File: src/rtl/wind_pkg.sv
// Geometry shared by the wind-box drawing stages: the box, its border, and
// the centred wind-bar placement.
package wind_pkg;

  localparam logic [10:0] BIG_RECT_X      = 11'd448;
  localparam logic [10:0] BIG_RECT_Y      = 11'd40;
  localparam logic [10:0] BIG_RECT_WIDTH  = 11'd128;
  localparam logic [10:0] BIG_RECT_HEIGHT = 11'd16;
  localparam logic [10:0] BIG_RECT_X_MAX  = BIG_RECT_X + BIG_RECT_WIDTH;
  localparam logic [10:0] BIG_RECT_Y_MAX  = BIG_RECT_Y + BIG_RECT_HEIGHT;

  localparam logic [10:0] BORDER_THICKNESS = 11'd2;
  localparam logic [11:0] BORDER_COLOR     = 12'hFFF;

  // Bar geometry: centre column, vertical inset of the bar, largest magnitude.
  localparam logic [10:0]        CX         = BIG_RECT_X + BIG_RECT_WIDTH / 2;
  localparam logic [10:0]        BAR_MARGIN = 11'd3;
  localparam logic signed [7:0]  WIND_MAX   = 8'sd56;

  function automatic logic signed [7:0] clamp_wind(input logic signed [6:0] w);
    logic signed [7:0] wx;
    wx = {w[6], w};
    if (wx > WIND_MAX)       return WIND_MAX;
    else if (wx < -WIND_MAX) return -WIND_MAX;
    else                     return wx;
  endfunction

endpackage

File: src/rtl/vga_if.sv
// VGA timing and colour bundle passed between drawing stages.
interface vga_if;
  logic [10:0] hcount;
  logic [10:0] vcount;
  logic        hsync;
  logic        vsync;
  logic        hblnk;
  logic        vblnk;
  logic [11:0] rgb;

  modport vga_in  (input  hcount, vcount, hsync, vsync, hblnk, vblnk, rgb);
  modport vga_out (output hcount, vcount, hsync, vsync, hblnk, vblnk, rgb);
endinterface

File: src/rtl/wind_level_ctrl.sv
// Wind target capture and per-frame stepping of the displayed bar level.
module wind_level_ctrl
  import wind_pkg::*;
#(
  parameter int STEP = 1
) (
  input  logic              clk,
  input  logic              rst,
  input  logic signed [6:0] wind_in,
  input  logic              wind_valid,
  input  logic              vblnk,
  output logic signed [7:0] level,
  output logic              wind_settled
);

  localparam logic signed [8:0] STEP_D = 9'(STEP);
  localparam logic signed [7:0] STEP_L = 8'(STEP);

  logic signed [7:0] target;
  logic              vblnk_d;
  logic              frame_tick;
  logic signed [8:0] diff;
  logic signed [7:0] level_nxt;

  // Step always uses the registered target, so a same-cycle wind_valid
  // only affects the next tick.
  always_comb begin
    frame_tick = vblnk & ~vblnk_d;
    diff       = {target[7], target} - {level[7], level};
    level_nxt  = target;
    if (diff > STEP_D)       level_nxt = level + STEP_L;
    else if (diff < -STEP_D) level_nxt = level - STEP_L;
  end

  always_ff @(posedge clk) begin
    if (rst) begin
      target  <= '0;
      level   <= '0;
      vblnk_d <= 1'b0;
    end else begin
      vblnk_d <= vblnk;
      if (wind_valid) target <= clamp_wind(wind_in);
      if (frame_tick) level  <= level_nxt;
    end
  end

  assign wind_settled = (level == target);

endmodule

File: src/rtl/draw_wind_indicator.sv
// Overlays the wind-strength bar and centre marker on the wind box, with a
// fixed two-cycle pipeline on every vga field.
module draw_wind_indicator
  import wind_pkg::*;
#(
  parameter int          STEP         = 1,
  parameter logic [11:0] BAR_COLOR    = 12'h48F,
  parameter logic [11:0] MARKER_COLOR = 12'h000
) (
  input  logic              clk,
  input  logic              rst,
  input  logic signed [6:0] wind_in,
  input  logic              wind_valid,
  vga_if.vga_in             vga_in,
  vga_if.vga_out            vga_out,
  output logic              wind_settled
);

  logic signed [7:0] level;

  wind_level_ctrl #(.STEP(STEP)) u_ctrl (
    .clk          (clk),
    .rst          (rst),
    .wind_in      (wind_in),
    .wind_valid   (wind_valid),
    .vblnk        (vga_in.vblnk),
    .level        (level),
    .wind_settled (wind_settled)
  );

  logic [10:0] h1, v1;
  logic        hs1, vs1, hb1, vb1;
  logic [11:0] rgb1;

  always_ff @(posedge clk) begin
    if (rst) begin
      h1   <= '0;
      v1   <= '0;
      hs1  <= 1'b0;
      vs1  <= 1'b0;
      hb1  <= 1'b0;
      vb1  <= 1'b0;
      rgb1 <= '0;
    end else begin
      h1   <= vga_in.hcount;
      v1   <= vga_in.vcount;
      hs1  <= vga_in.hsync;
      vs1  <= vga_in.vsync;
      hb1  <= vga_in.hblnk;
      vb1  <= vga_in.vblnk;
      rgb1 <= vga_in.rgb;
    end
  end

  logic [11:0] cx_w, h1_w, bar_edge;
  logic        box_rows, bar_rows, marker, bar;
  logic [11:0] rgb_nxt;

  // bar_edge is CX+level; always positive since |level| <= WIND_MAX < CX.
  always_comb begin
    cx_w     = {1'b0, CX};
    h1_w     = {1'b0, h1};
    bar_edge = cx_w + {{4{level[7]}}, level};
    box_rows = (v1 >= BIG_RECT_Y) && (v1 < BIG_RECT_Y_MAX);
    bar_rows = (v1 >= BIG_RECT_Y + BAR_MARGIN) && (v1 < BIG_RECT_Y_MAX - BAR_MARGIN);
    marker   = ((h1 == CX - 11'd1) || (h1 == CX)) && box_rows;
    bar      = 1'b0;
    if (level > 8'sd0)      bar = bar_rows && (h1_w >= cx_w) && (h1_w < bar_edge);
    else if (level < 8'sd0) bar = bar_rows && (h1_w >= bar_edge) && (h1_w < cx_w);

    rgb_nxt = rgb1;
    if (hb1 || vb1)  rgb_nxt = 12'h000;
    else if (marker) rgb_nxt = MARKER_COLOR;
    else if (bar)    rgb_nxt = BAR_COLOR;
  end

  always_ff @(posedge clk) begin
    if (rst) begin
      vga_out.hcount <= '0;
      vga_out.vcount <= '0;
      vga_out.hsync  <= 1'b0;
      vga_out.vsync  <= 1'b0;
      vga_out.hblnk  <= 1'b0;
      vga_out.vblnk  <= 1'b0;
      vga_out.rgb    <= '0;
    end else begin
      vga_out.hcount <= h1;
      vga_out.vcount <= v1;
      vga_out.hsync  <= hs1;
      vga_out.vsync  <= vs1;
      vga_out.hblnk  <= hb1;
      vga_out.vblnk  <= vb1;
      vga_out.rgb    <= rgb_nxt;
    end
  end

endmodule

File: src/flat_wrapper.sv
// flat-port wrapper written by rule: the top's interface ports become plain ports
module draw_wind_indicator_flat import wind_pkg::*;
#(
  parameter int          STEP         = 1,
  parameter logic [11:0] BAR_COLOR    = 12'h48F,
  parameter logic [11:0] MARKER_COLOR = 12'h000
)
  (clk, rst, wind_in, wind_valid, wind_settled, vga_in_hcount, vga_in_vcount, vga_in_hsync, vga_in_vsync, vga_in_hblnk, vga_in_vblnk, vga_in_rgb, vga_out_hcount, vga_out_vcount, vga_out_hsync, vga_out_vsync, vga_out_hblnk, vga_out_vblnk, vga_out_rgb);
  vga_if vga_in_i ();
  vga_if vga_out_i ();
  input  logic clk;
  input  logic rst;
  input  logic signed [6:0] wind_in;
  input  logic wind_valid;
  output logic wind_settled;
  input wire logic [$bits(vga_in_i.hcount)-1:0] vga_in_hcount;
  input wire logic [$bits(vga_in_i.vcount)-1:0] vga_in_vcount;
  input wire logic [$bits(vga_in_i.hsync)-1:0] vga_in_hsync;
  input wire logic [$bits(vga_in_i.vsync)-1:0] vga_in_vsync;
  input wire logic [$bits(vga_in_i.hblnk)-1:0] vga_in_hblnk;
  input wire logic [$bits(vga_in_i.vblnk)-1:0] vga_in_vblnk;
  input wire logic [$bits(vga_in_i.rgb)-1:0] vga_in_rgb;
  output wire logic [$bits(vga_out_i.hcount)-1:0] vga_out_hcount;
  output wire logic [$bits(vga_out_i.vcount)-1:0] vga_out_vcount;
  output wire logic [$bits(vga_out_i.hsync)-1:0] vga_out_hsync;
  output wire logic [$bits(vga_out_i.vsync)-1:0] vga_out_vsync;
  output wire logic [$bits(vga_out_i.hblnk)-1:0] vga_out_hblnk;
  output wire logic [$bits(vga_out_i.vblnk)-1:0] vga_out_vblnk;
  output wire logic [$bits(vga_out_i.rgb)-1:0] vga_out_rgb;
  assign vga_in_i.hcount = vga_in_hcount;
  assign vga_in_i.vcount = vga_in_vcount;
  assign vga_in_i.hsync = vga_in_hsync;
  assign vga_in_i.vsync = vga_in_vsync;
  assign vga_in_i.hblnk = vga_in_hblnk;
  assign vga_in_i.vblnk = vga_in_vblnk;
  assign vga_in_i.rgb = vga_in_rgb;
  assign vga_out_hcount = vga_out_i.hcount;
  assign vga_out_vcount = vga_out_i.vcount;
  assign vga_out_hsync = vga_out_i.hsync;
  assign vga_out_vsync = vga_out_i.vsync;
  assign vga_out_hblnk = vga_out_i.hblnk;
  assign vga_out_vblnk = vga_out_i.vblnk;
  assign vga_out_rgb = vga_out_i.rgb;
  draw_wind_indicator #(.STEP(STEP), .BAR_COLOR(BAR_COLOR), .MARKER_COLOR(MARKER_COLOR)) u_core (.clk(clk), .rst(rst), .wind_in(wind_in), .wind_valid(wind_valid), .vga_in(vga_in_i), .vga_out(vga_out_i), .wind_settled(wind_settled));
endmodule
File: config.mk
export PLATFORM = sky130hd
export DESIGN_NAME = draw_wind_indicator_flat
export DESIGN_NICKNAME = d
export VERILOG_FILES = /design/src/rtl/wind_pkg.sv /design/src/rtl/vga_if.sv /design/src/rtl/wind_level_ctrl.sv /design/src/rtl/draw_wind_indicator.sv /design/src/flat_wrapper.sv
export SDC_FILE = /design/constraint.sdc
export NUM_CORES = 1
export LEC_CHECK = 0
export CORE_MARGIN = 2
export CORE_UTILIZATION = 25
export DETAILED_ROUTE_END_ITERATION = 8
export PLACE_DENSITY = 0.43
export REMOVE_ABC_BUFFERS = 1
export SYNTH_ARGS = -nofsm -noshare
export SYNTH_HDL_FRONTEND = slang
export SYNTH_SLANG_ARGS = --single-unit
File: constraint.sdc
create_clock -name clk -period 3.5 [get_ports clk]
set_input_delay 0.7 -clock clk [delete_from_list [all_inputs] [get_ports clk]]
set_output_delay 0.7 -clock clk [all_outputs]
set_load 0.05 [all_outputs]
==> reports/results.ini <==
[power]
peakVddDrop_mv = 0.2430
sw_frac_of_total_pct = 32.69
leakage_nw = 2.011
p_int_mw = 2.055
p_comb_share_pct = 30.2
p_sw_mw = 0.9982
p_clk_share_pct = 31.9
p_seq_share_pct = 37.9
power_density_nw_per_um2 = 573.6
finalPower_mw = 3.054

[route]
wirelength_met1_microns = 5006
route.met3.wl_microns = 406
drt_iter0_markers = 138
top_layer = met4
wire_per_inst_microns = 14.07
wl_met2_microns = 4489
first_pass_iters = 4
vias = 3098
routed_wl_microns = 10030
route.detailed.drc = 0
ant_nets = 0
via_per_inst = 4.345

[grt]
overflow = 0
grt_antenna_before_repair = 0
grt_util_all_layers_pct = 12.30
grt_pass1_wl_microns = 15880
grt_max_degree = 80
grt_pass1_vias = 2949

[cells_and_area]
final_util_pct = 34.89
area_delta_synth_final_pct = 35.68
drive_gt1_share_pct = 6.972
diodes = 0
nets = 568

[floorplanning]
rows = 45
coreArea_sq_um = 15260
io_pins = 87
initial_core_util_pct = 25.72
fp.dieW_microns = 129.3
die-area_sq_um = 16710
die_h_microns = 129.3

[synth]
synthesis.area_sq_um = 3924
synth_ff_type = dfxtp_1
yosys_warnings = 0
synth.ff_latch_count = 91
synth_cells = 409
synth_area_per_cell_sq_um = 9.594
ys_seq_area_share_pct = 46.43
yosysUniqueCellTypes = 59
synth_edf_count = 0
async_flop_share_pct = 0

[clocking]
clk_pin_slew_ps = 70
worstSkewPairLatency_ps = 330
cts_num_sinks = 91
htree_levels = 3
clockBufferDepth = 2
tritoncts = done
cts_setup_buffers = 0
root_buffer = clkbuf_16
cts_buffers = 9

[placement]
place_congestion = 0.8442
post-dp-hpwl_microns = 7526
io_buffers = 86

[timing]
final-setup-viol-count = 0
slew_headroom_pct = 44.31
finalHoldViolations = 0
fmax_mhz = 307.2
worst_slew_pin_slew_ps = 835.4
fin_skew_ps = 7.898
finalCriticalPeriod_ps = 3255
rsz0062_at_grt = false
fin_crit_sh_pct = 93.01
setup_tns_ps = 0
maxSlewViolCount = 0

[worst_setup_path]
cp_cell_sequence = inv_1, ha_1, nand4_1, nor2_1, clkdlybuf4s50_1
crit_slowest_cell = clkdlybuf4s50_1
critPathCaptureType = output pin
required_ps = 2800
start_kind = flip-flop
max_stage_delay_ps = 820
crit_fanout = 6
worstPathArrival_ps = 2560
r2r_cells = 10
path_class = reg2out

[status]
status = complete, no violations

[min_path]
hold_depth = 1
hp-class = reg2reg

[flow_run]
cap_violations = 0

cells in the mapped netlist, drive strengths merged (2+ instances only):
cell     number  area (sq um)
or3           4         30.03
a31oi         4         25.02
nand3         9         45.04
nor3          8         40.04
nand2b        8         50.05
buf           3         23.77
nor2b        71         444.2
dfxtp        91          1822
ha           22         275.3
a221oi        3         38.79
a211oi        8         65.06
inv          18         67.56
o31ai         5         37.54
xnor2         6         52.55
nor4          4         25.02
nand4         9         62.56
nand2        13         56.30
a21o          4         30.03
nor2         25         96.35
a2bb2oi       3         32.53
o21a         10         75.07
o211ai        2         15.01
nand3b        5         37.54
xor2          2         17.52
and2          8         50.05
nor3b         3         22.52
a2111oi       2         23.77
clkbuf       12         45.04
o21ai        14         70.06
a21oi        14         70.07
and3b         2         17.52
power groups by stage:
stage	clock network [mW]	registers, mW	logic [mW]
6_report	0.975	1.16	0.921
3_3_place_gp	0	1.18	0.924
2_1_floorplan	0	1.23	0.567
3_5_place_dp	0	1.18	0.918
4_1_cts	1.02	1.16	0.923
5_1_grt	1.06	1.17	1.03
routing by layer:
layer	global-route usage, %	vias up
li1	-	1611
met1	16.93	1411
met2	19.20	68
met3	2.849	8
met4	3.708	0
met5	0	-
cells by family (layout without fill, tap and decap cells):
family / count (synthesis) / in the layout / synth area share, %
AND/OR/NAND/NOR: 175 / 175 / 26.18
flip-flops: 91 / 91 / 46.43
adder cells (fa/ha/maj): 23 / 23 / 7.525
AO/OA/AOI/OAI: 79 / 79 / 14.60
buffers and inverters: 33 / 126 / 3.475
XOR/XNOR: 8 / 8 / 1.786
stage by stage:
stage	hold WS, ps	setup slack [ps]	area, sq um	std cells
3_3_place_gp	409.5	389.1	5020	697
3_5_place_dp	416.0	272.4	5020	697
2_1_floorplan	405.7	333.9	3855	394
4_1_cts	432.7	196.6	5319	713
5_1_grt	438.1	130.8	5324	713
6_report	425.2	244.5	5324	713
path summary, 6_finish.rpt:
check	from	end	slack (ps)
worst max-delay path	u_core.u_ctrl.level[7]	wind_settled	240
worst min-delay path	u_core.rgb1[4]	u_core.vga_out.rgb[4]	430
worst min register to register	u_core.rgb1[4]	u_core.vga_out.rgb[4]	430
worst max register to register	u_core.u_ctrl.level[5]	u_core.u_ctrl.level[6]	350
critical path, delay by kind of cell, from the launching register on:
kind                       cells  cell delay (ps)
buffers and inverters          2             1040
DFF                            1              470
adders and majority gates      1              430
and+or+nand+nor                2              280
cells in the final DEF, fill, tap and decap left out, types with 4 or more instances in the layout:
master and count:
ha_1 22, dfxtp_1 91, nor3_1 8, buf_4 6, clkdlybuf4s50_1 85, nand3_1 9, o31ai_1 5, nand2b_1 8
clkbuf_16 9, o21a_1 10, nand2_1 12, nand4_1 8, nor2b_1 71, a31oi_1 4, inv_1 18, a21oi_1 14
nand3b_1 5, nor2_1 24, o21ai_0 9, nor4_1 4, o21ai_1 5, a21o_1 4, and2_1 8, a211oi_1 6
xnor2_1 6
sequential cells by signal, summed over array words and instances, names as in the netlist, 7 cells and up:
register	cells
u_core.vga_out.vcount	11
u_core.rgb1	12
u_core.u_ctrl.level	8
u_core.vga_out.hcount	11
u_core.h1	11
u_core.u_ctrl.target	7
u_core.vga_out.rgb	12
u_core.v1	11
what timing repair did:
item,CTS,global route
hold buffers,0,0
setup endpoints to repair,0,1
resized for setup,0,1
area by class of cell:
class                           count  area (sq um)
Clock buffer                        9         225.2
Tap cell                          211         264.0
Multi-Input combinational cell    285          1971
Fill cell                        1592          9935
Timing Repair Buffer               92         900.9
Sequential cell                    91          1822
Inverter                           18         67.56
Clock inverter                      7         73.82
Note: power is estimated with default switching activity, not from simulation.
